<file path="config.mk">
export PLATFORM = sky130hd
export DESIGN_NAME = sysmgr_pll_seq_flat
export DESIGN_NICKNAME = d
export VERILOG_FILES = /design/src/rtl/sysmgr_pll_seq_pkg.sv /design/src/rtl/sysmgr_pll_seq_if.sv /design/src/rtl/sysmgr_pll_seq_sync2.sv /design/src/rtl/sysmgr_pll_seq.sv /design/src/flat_wrapper.sv
export SDC_FILE = /design/constraint.sdc
export NUM_CORES = 1
export LEC_CHECK = 0
export ABC_AREA = 1
export CORE_MARGIN = 2
export CORE_UTILIZATION = 59
export CTS_CLUSTER_DIAMETER = 100
export DETAILED_ROUTE_END_ITERATION = 10
export GPL_TIMING_DRIVEN = 0
export HOLD_SLACK_MARGIN = 0.1
export PLACE_DENSITY = 0.79
export SYNTH_ARGS = -nofsm -noshare
export SYNTH_HDL_FRONTEND = slang
export SYNTH_SLANG_ARGS = --single-unit
</file>
<file path="constraint.sdc">
create_clock -name clk -period 1.8 [get_ports clk]
set_input_delay 0.27 -clock clk [delete_from_list [all_inputs] [get_ports clk]]
set_output_delay 0.27 -clock clk [all_outputs]
set_load 0.1 [all_outputs]
</file>
<file path="src/rtl/sysmgr_pll_seq_pkg.sv">
// Shared definitions for the PLL sequencer: state encoding decoded identically
// by the sequencer and any status/CSR logic, plus sizing helpers.
package sysmgr_pll_seq_pkg;

  typedef enum logic [2:0] {
    ST_PRST  = 3'd0,
    ST_WAIT  = 3'd1,
    ST_FILT  = 3'd2,
    ST_REL   = 3'd3,
    ST_RUN   = 3'd4,
    ST_FAULT = 3'd5
  } seq_state_t;

  localparam int RETRY_W = 3;

  function automatic int max3(input int a, input int b, input int c);
    int m;
    m = a;
    if (b > m) m = b;
    if (c > m) m = c;
    return m;
  endfunction

endpackage

</file>
<file path="src/rtl/sysmgr_pll_seq_if.sv">
// PLL-side and status signals of the sequencer; the sequencer uses the slave
// modport, the surrounding CRG/PLL model uses the master modport.
interface sysmgr_pll_seq_if;
  import sysmgr_pll_seq_pkg::*;

  logic               pll_lock;
  logic               req_restart;
  logic               pll_resetb;
  logic               rst_out;
  logic               ready;
  logic               fault;
  logic [RETRY_W-1:0] retry_cnt;

  modport master (
    output pll_lock, req_restart,
    input  pll_resetb, rst_out, ready, fault, retry_cnt
  );

  modport slave (
    input  pll_lock, req_restart,
    output pll_resetb, rst_out, ready, fault, retry_cnt
  );

endinterface

</file>
<file path="src/rtl/sysmgr_pll_seq_sync2.sv">
// Generic two-flop synchroniser for asynchronous single-bit inputs; resets to 0.
module sysmgr_pll_seq_sync2 (
  input  logic clk,
  input  logic rst,
  input  logic d,
  output logic q
);

  logic meta;

  always_ff @(posedge clk or posedge rst) begin
    if (rst) begin
      meta <= 1'b0;
      q    <= 1'b0;
    end else begin
      meta <= d;
      q    <= meta;
    end
  end

endmodule

</file>
<file path="src/rtl/sysmgr_pll_seq.sv">
// iCE40 PLL reset sequencer: pulses PLL reset, waits for a filtered LOCK with
// timeout/retry, then releases the PLL-domain logic reset after a fixed delay.
module sysmgr_pll_seq
  import sysmgr_pll_seq_pkg::*;
#(
  parameter int RST_PULSE = 16,
  parameter int LOCK_TMO  = 4096,
  parameter int LOCK_FILT = 8,
  parameter int REL_DLY   = 8,
  parameter int MAX_RETRY = 3
) (
  input  logic           clk,
  input  logic           rst,
  sysmgr_pll_seq_if.slave bus
);

  localparam int CNT_MAX = max3(RST_PULSE, LOCK_TMO, REL_DLY);
  localparam int CNT_W   = $clog2(CNT_MAX + 1);
  localparam int FILT_W  = $clog2(LOCK_FILT + 1);

  localparam logic [CNT_W-1:0]   PRST_LAST  = CNT_W'(RST_PULSE - 1);
  localparam logic [CNT_W-1:0]   TMO_LAST   = CNT_W'(LOCK_TMO - 1);
  localparam logic [CNT_W-1:0]   REL_LAST   = CNT_W'(REL_DLY - 1);
  localparam logic [FILT_W-1:0]  FILT_LAST  = FILT_W'(LOCK_FILT - 1);
  localparam logic [RETRY_W-1:0] RETRY_LAST = RETRY_W'(MAX_RETRY - 1);
  localparam logic [RETRY_W-1:0] RETRY_MAX  = RETRY_W'(MAX_RETRY);

  seq_state_t         state;
  logic [CNT_W-1:0]   cnt;
  logic [FILT_W-1:0]  filt_cnt;
  logic               lock_s;
  logic               pll_resetb_r;
  logic               rst_out_r;
  logic               ready_r;
  logic               fault_r;
  logic [RETRY_W-1:0] retry_r;

  sysmgr_pll_seq_sync2 u_lock_sync (
    .clk (clk),
    .rst (rst),
    .d   (bus.pll_lock),
    .q   (lock_s)
  );

  // cnt is shared: PRST pulse length, lock timeout across WAIT/FILT, REL delay.
  // The filter goes to REL on the edge that sees the LOCK_FILT-th high sample.
  always_ff @(posedge clk or posedge rst) begin
    if (rst) begin
      state        <= ST_PRST;
      cnt          <= '0;
      filt_cnt     <= '0;
      pll_resetb_r <= 1'b0;
      rst_out_r    <= 1'b1;
      ready_r      <= 1'b0;
      fault_r      <= 1'b0;
      retry_r      <= '0;
    end else if (bus.req_restart) begin
      state        <= ST_PRST;
      cnt          <= '0;
      filt_cnt     <= '0;
      pll_resetb_r <= 1'b0;
      rst_out_r    <= 1'b1;
      ready_r      <= 1'b0;
      fault_r      <= 1'b0;
      retry_r      <= '0;
    end else begin
      case (state)
        ST_PRST: begin
          if (cnt == PRST_LAST) begin
            state        <= ST_WAIT;
            cnt          <= '0;
            pll_resetb_r <= 1'b1;
          end else begin
            cnt <= cnt + 1'b1;
          end
        end
        ST_WAIT, ST_FILT: begin
          if (cnt == TMO_LAST) begin
            cnt          <= '0;
            filt_cnt     <= '0;
            pll_resetb_r <= 1'b0;
            if (retry_r == RETRY_LAST) begin
              state   <= ST_FAULT;
              fault_r <= 1'b1;
              retry_r <= RETRY_MAX;
            end else begin
              state   <= ST_PRST;
              retry_r <= retry_r + 1'b1;
            end
          end else if (!lock_s) begin
            state    <= ST_WAIT;
            filt_cnt <= '0;
            cnt      <= cnt + 1'b1;
          end else if (filt_cnt == FILT_LAST) begin
            state    <= ST_REL;
            filt_cnt <= '0;
            cnt      <= '0;
          end else begin
            state    <= ST_FILT;
            filt_cnt <= filt_cnt + 1'b1;
            cnt      <= cnt + 1'b1;
          end
        end
        ST_REL, ST_RUN: begin
          // Losing lock after it was qualified restarts cleanly, not as a failed attempt.
          if (!lock_s) begin
            state        <= ST_PRST;
            cnt          <= '0;
            filt_cnt     <= '0;
            pll_resetb_r <= 1'b0;
            rst_out_r    <= 1'b1;
            ready_r      <= 1'b0;
            retry_r      <= '0;
          end else if (state == ST_REL) begin
            if (cnt == REL_LAST) begin
              state     <= ST_RUN;
              cnt       <= '0;
              rst_out_r <= 1'b0;
              ready_r   <= 1'b1;
              retry_r   <= '0;
            end else begin
              cnt <= cnt + 1'b1;
            end
          end
        end
        ST_FAULT: begin
          pll_resetb_r <= 1'b0;
          rst_out_r    <= 1'b1;
          fault_r      <= 1'b1;
        end
        default: begin
          state        <= ST_PRST;
          cnt          <= '0;
          filt_cnt     <= '0;
          pll_resetb_r <= 1'b0;
          rst_out_r    <= 1'b1;
          ready_r      <= 1'b0;
        end
      endcase
    end
  end

  assign bus.pll_resetb = pll_resetb_r;
  assign bus.rst_out    = rst_out_r;
  assign bus.ready      = ready_r;
  assign bus.fault      = fault_r;
  assign bus.retry_cnt  = retry_r;

endmodule

</file>
<file path="src/flat_wrapper.sv">
// flat-port wrapper written by rule: the top's interface ports become plain ports
module sysmgr_pll_seq_flat import sysmgr_pll_seq_pkg::*;
#(
  parameter int RST_PULSE = 16,
  parameter int LOCK_TMO  = 4096,
  parameter int LOCK_FILT = 8,
  parameter int REL_DLY   = 8,
  parameter int MAX_RETRY = 3
)
  (clk, rst, bus_pll_lock, bus_req_restart, bus_pll_resetb, bus_rst_out, bus_ready, bus_fault, bus_retry_cnt);
  sysmgr_pll_seq_if bus_i ();
  input  logic clk;
  input  logic rst;
  input wire logic [$bits(bus_i.pll_lock)-1:0] bus_pll_lock;
  input wire logic [$bits(bus_i.req_restart)-1:0] bus_req_restart;
  output wire logic [$bits(bus_i.pll_resetb)-1:0] bus_pll_resetb;
  output wire logic [$bits(bus_i.rst_out)-1:0] bus_rst_out;
  output wire logic [$bits(bus_i.ready)-1:0] bus_ready;
  output wire logic [$bits(bus_i.fault)-1:0] bus_fault;
  output wire logic [$bits(bus_i.retry_cnt)-1:0] bus_retry_cnt;
  assign bus_i.pll_lock = bus_pll_lock;
  assign bus_i.req_restart = bus_req_restart;
  assign bus_pll_resetb = bus_i.pll_resetb;
  assign bus_rst_out = bus_i.rst_out;
  assign bus_ready = bus_i.ready;
  assign bus_fault = bus_i.fault;
  assign bus_retry_cnt = bus_i.retry_cnt;
  sysmgr_pll_seq #(.RST_PULSE(RST_PULSE), .LOCK_TMO(LOCK_TMO), .LOCK_FILT(LOCK_FILT), .REL_DLY(REL_DLY), .MAX_RETRY(MAX_RETRY)) u_core (.clk(clk), .rst(rst), .bus(bus_i));
endmodule
</file>
==> reports/metrics.csv, run 1 <==
stage,metric,value,unit
sta,worstMarginPinSlew,1.10,ns
worst_hold_path,hp-start,bus_req_restart,
placement,place_area,2010,um2
status,status,finished clean,
floorplan,initial_core_util,61.4,%
worst_setup_path,r2r.worst_path.cells,9,
placement,gp_routability_congestion,0.960,
logic_synthesis,synth_nets,266,
logic_synthesis,synthTopCellsByCount,"70 x nand2_1, 35 x nor2_1, 31 x inv_1",
floorplan,fp.dieH,60.1,um
worst_hold_path,hold_class,primary input to flip-flop,
sta,holdWs,0.209,ns
worst_setup_path,rrSetupSlack,0.14,ns
sta,finalWorstSetupSlack,0.120,ns
logic_synthesis,synthesis.area,1860,um2
run,timing.max_cap.violations,0,
grt,grt_max_degree,30,
logic_synthesis,synth_area_leaders,"dfrtp_1 38%, nand2_1 14%, nor2_1 7.1%, inv_1 6.3%, nand3_1 5.1%",
floorplan,row_count,20,
layout,finish.instance_area,2080,um2
clock_network,cts_root_buf,clkbuf_4,
floorplan,fp.dieW,60.1,um
worst_setup_path,start_kind,flip-flop,
clock_network,path_clk_slew,0.08,ns
placement,portBuffers,9,
routing,vias_per_cell,5.24,
layout,final_nets,283,
logic_synthesis,synth_top_area_share,37.7,%
sta,setup_tns,0,ns
logic_synthesis,synth.avg_cell_area,7.21,um2
logic_synthesis,yosys_warnings,0,
worst_setup_path,worstSetupPathType,flip-flop to output pin,
grt,grt.overflow.total,0,
worst_hold_path,min_path_cells,2,
clock_network,clock_latency,0.34,ns
worst_setup_path,cp.required,1.53,ns
sta,period_share,93.3,%
sta,skew,0.00506,ns
sta,fmax,595,MHz
clock_network,numCtsBuffers,5,
logic_synthesis,netlist-cell-type-count,29,
routing,drt-pass1-iter-count,4,
layout,antenna_cells,0,
worst_setup_path,critical_path_arrival,1.41,ns
power_and_ir_drop,power_density,1150,nW/um2
worst_setup_path,cpPeakStageDelay,0.55,ns
floorplan,ios,11,
placement,dp_slack,-0.0991,ns
sta,hold_violations,0,
sta,min_period,1.68,ns
worst_setup_path,crit_path_end_kind,output pin,
sta,slew-limit-headroom,26.6,%
layout,fin_util,68.6,%
routing,wl_per_cell,12.3,um
worst_setup_path,reg2reg_to,u_core.cnt[11],
grt,grt_pass1_wl,6560,um
clock_network,cts.sinks,29,
sta,slew_viol_final,0,
layout,n_fill_cell,269,
clock_network,cts_tree,built,
logic_synthesis,syn_inst,258,
logic_synthesis,synth-seq-area-share,39.1,%
floorplan,fp.coreArea,3030,um2
clock_network,holdBufCountCts,0,
logic_synthesis,synth_edf_count,0,
layout,syn_to_final_growth,11.6,%
worst_setup_path,worst_path_dominant_cell_family,buffers and inverters,
power_and_ir_drop,p_leak,1.02,nW
worst_setup_path,cp_cell_sequence,clkdlybuf4s15_2,
logic_synthesis,synthArstFlopShare,100,%
routing,route.detailed.drc,0,
worst_hold_path,worstHoldEndpoint,u_core.bus.fault,
logic_synthesis,synth-seq-cells,29,
floorplan,die_area,3620,um2
grt,antenna_found_initial,0,
clock_network,htreeDepth,2,
worst_setup_path,crit_slowest_cell,clkdlybuf4s15_2,
worst_setup_path,path_buf_inv,1,
power_and_ir_drop,ir_drop,0.992,mV
logic_synthesis,yosys.area.top_type,dfrtp_1,
grt,track_usage,24.8,%
routing,vias,1677,
grt,grt_pass1_vias,1453,
placement,dp_hpwl,2870,um
routing,final_antenna_net_count,0,
sta,rsz0062_at_grt,false,
worst_setup_path,reg2reg_from,u_core.cnt[0],
routing,drt-initial-drc-count,113,
worst_setup_path,cp_max_fo,2,
logic_synthesis,ys.flop_type,dfrtp_1,
logic_synthesis,synth_most_common_cell,nand2_1,
clock_network,cts_buffer_depth,2,
routing,wirelength,3920,um
layout,drive_above_1_share,17.8,%
sta,finalSetupViolations,0,
kinds of logic after synthesis:
group / synth area share, %
adder cells (fa/ha/maj): 2.69
XOR/XNOR: 3.77
AND/OR/NAND/NOR: 34.1
buffers and inverters: 8.48
flip-flops: 39.1
AO/OA/AOI/OAI: 11.8
sequential cells by signal, indices dropped and copies added (netlist names), 3 cells and up:
name	flops
u_core.filt_cnt	4
u_core.state	3
u_core.bus.retry_cnt	3
u_core.cnt	13
where the power goes:
part	switching (mW)	internal, mW
logic	0.811	0.293
registers	0.114	0.759
clock network	0.227	0.192
per-layer routing:
| metal | wire, um | vias to the layer above | track usage (%) | part of all wire [%] |
|---|---|---|---|---|
| li1 | - | 859 | - | - |
| met1 | 1900 | 772 | 34.2 | 48 |
| met2 | 1770 | 40 | 37.3 | 45 |
| met3 | 200 | 6 | 6.49 | 5.1 |
| met4 | 55 | 0 | 9.21 | 1.4 |
| met5 | 0 | - | 0 | 0 |
placed cells by master, fill, tap and decap left out, types with 3 or more instances in the layout:
master | netlist | routed
nand4_1 | 7 | 7
nand2_1 | 70 | 69
nand2_2 | 6 | 7
xor2_1 | 6 | 6
nor2_2 | 2 | 3
clkdlybuf4s15_2 | 0 | 5
ha_1 | 4 | 3
nand3_1 | 19 | 19
o21ai_0 | 9 | 9
a21oi_2 | 10 | 10
nor2_1 | 35 | 34
dfrtp_1 | 28 | 27
a21oi_1 | 7 | 7
clkbuf_4 | 0 | 5
inv_1 | 31 | 31
buf_2 | 3 | 3
worst max path at each step:
| stage | slack (ns) | start | depth (start not counted) | to |
|---|---|---|---|---|
| finish | 0.12 | u_core.bus.rst_out | 1 | bus_rst_out |
| global route | 0.001 | u_core.cnt[0] | 9 | u_core.cnt[9] |
| CTS | 0.0009 | u_core.bus.ready | 1 | bus_ready |
| detailed placement | -0.1 | u_core.bus.rst_out | 1 | bus_rst_out |
| global placement | -0.1 | u_core.bus.rst_out | 1 | bus_rst_out |
| floorplan | 0.02 | u_core.bus.retry_cnt[1] | 7 | u_core.bus.fault |
what timing repair did:
action                     in CTS  in global routing
gates resized for setup        19                  5
buffers inserted                0                  1
pin swaps                       0                  1
setup endpoints to repair       7                 12
through the flow:
stage | total power [mW] | cells
global route | 2.54 | 320
CTS | 2.39 | 319
floorplan | 1.74 | 258
finish | 2.39 | 320
global placement | 1.97 | 311
detailed placement | 1.99 | 311
area by class of cell:
type / instances / area, um2 / area share (%)
multi-input cells: 191 / 982 / 47.3
repair buffers: 10 / 93.8 / 4.52
inverters: 33 / 124 / 5.97
clock buffers: 8 / 58.8 / 2.83
well taps: 44 / 55.1 / 2.65
flip-flops and latches: 29 / 728 / 35.1
plain buffers: 5 / 33.8 / 1.63
Note: power is estimated with default switching activity, not from simulation.
==> run 2: changes to the inputs <==
- CAP_MARGIN: not set -> 0
==> results of run 2 <==
Same layout as run 1: the final DEF is identical, and so are final timing and power.
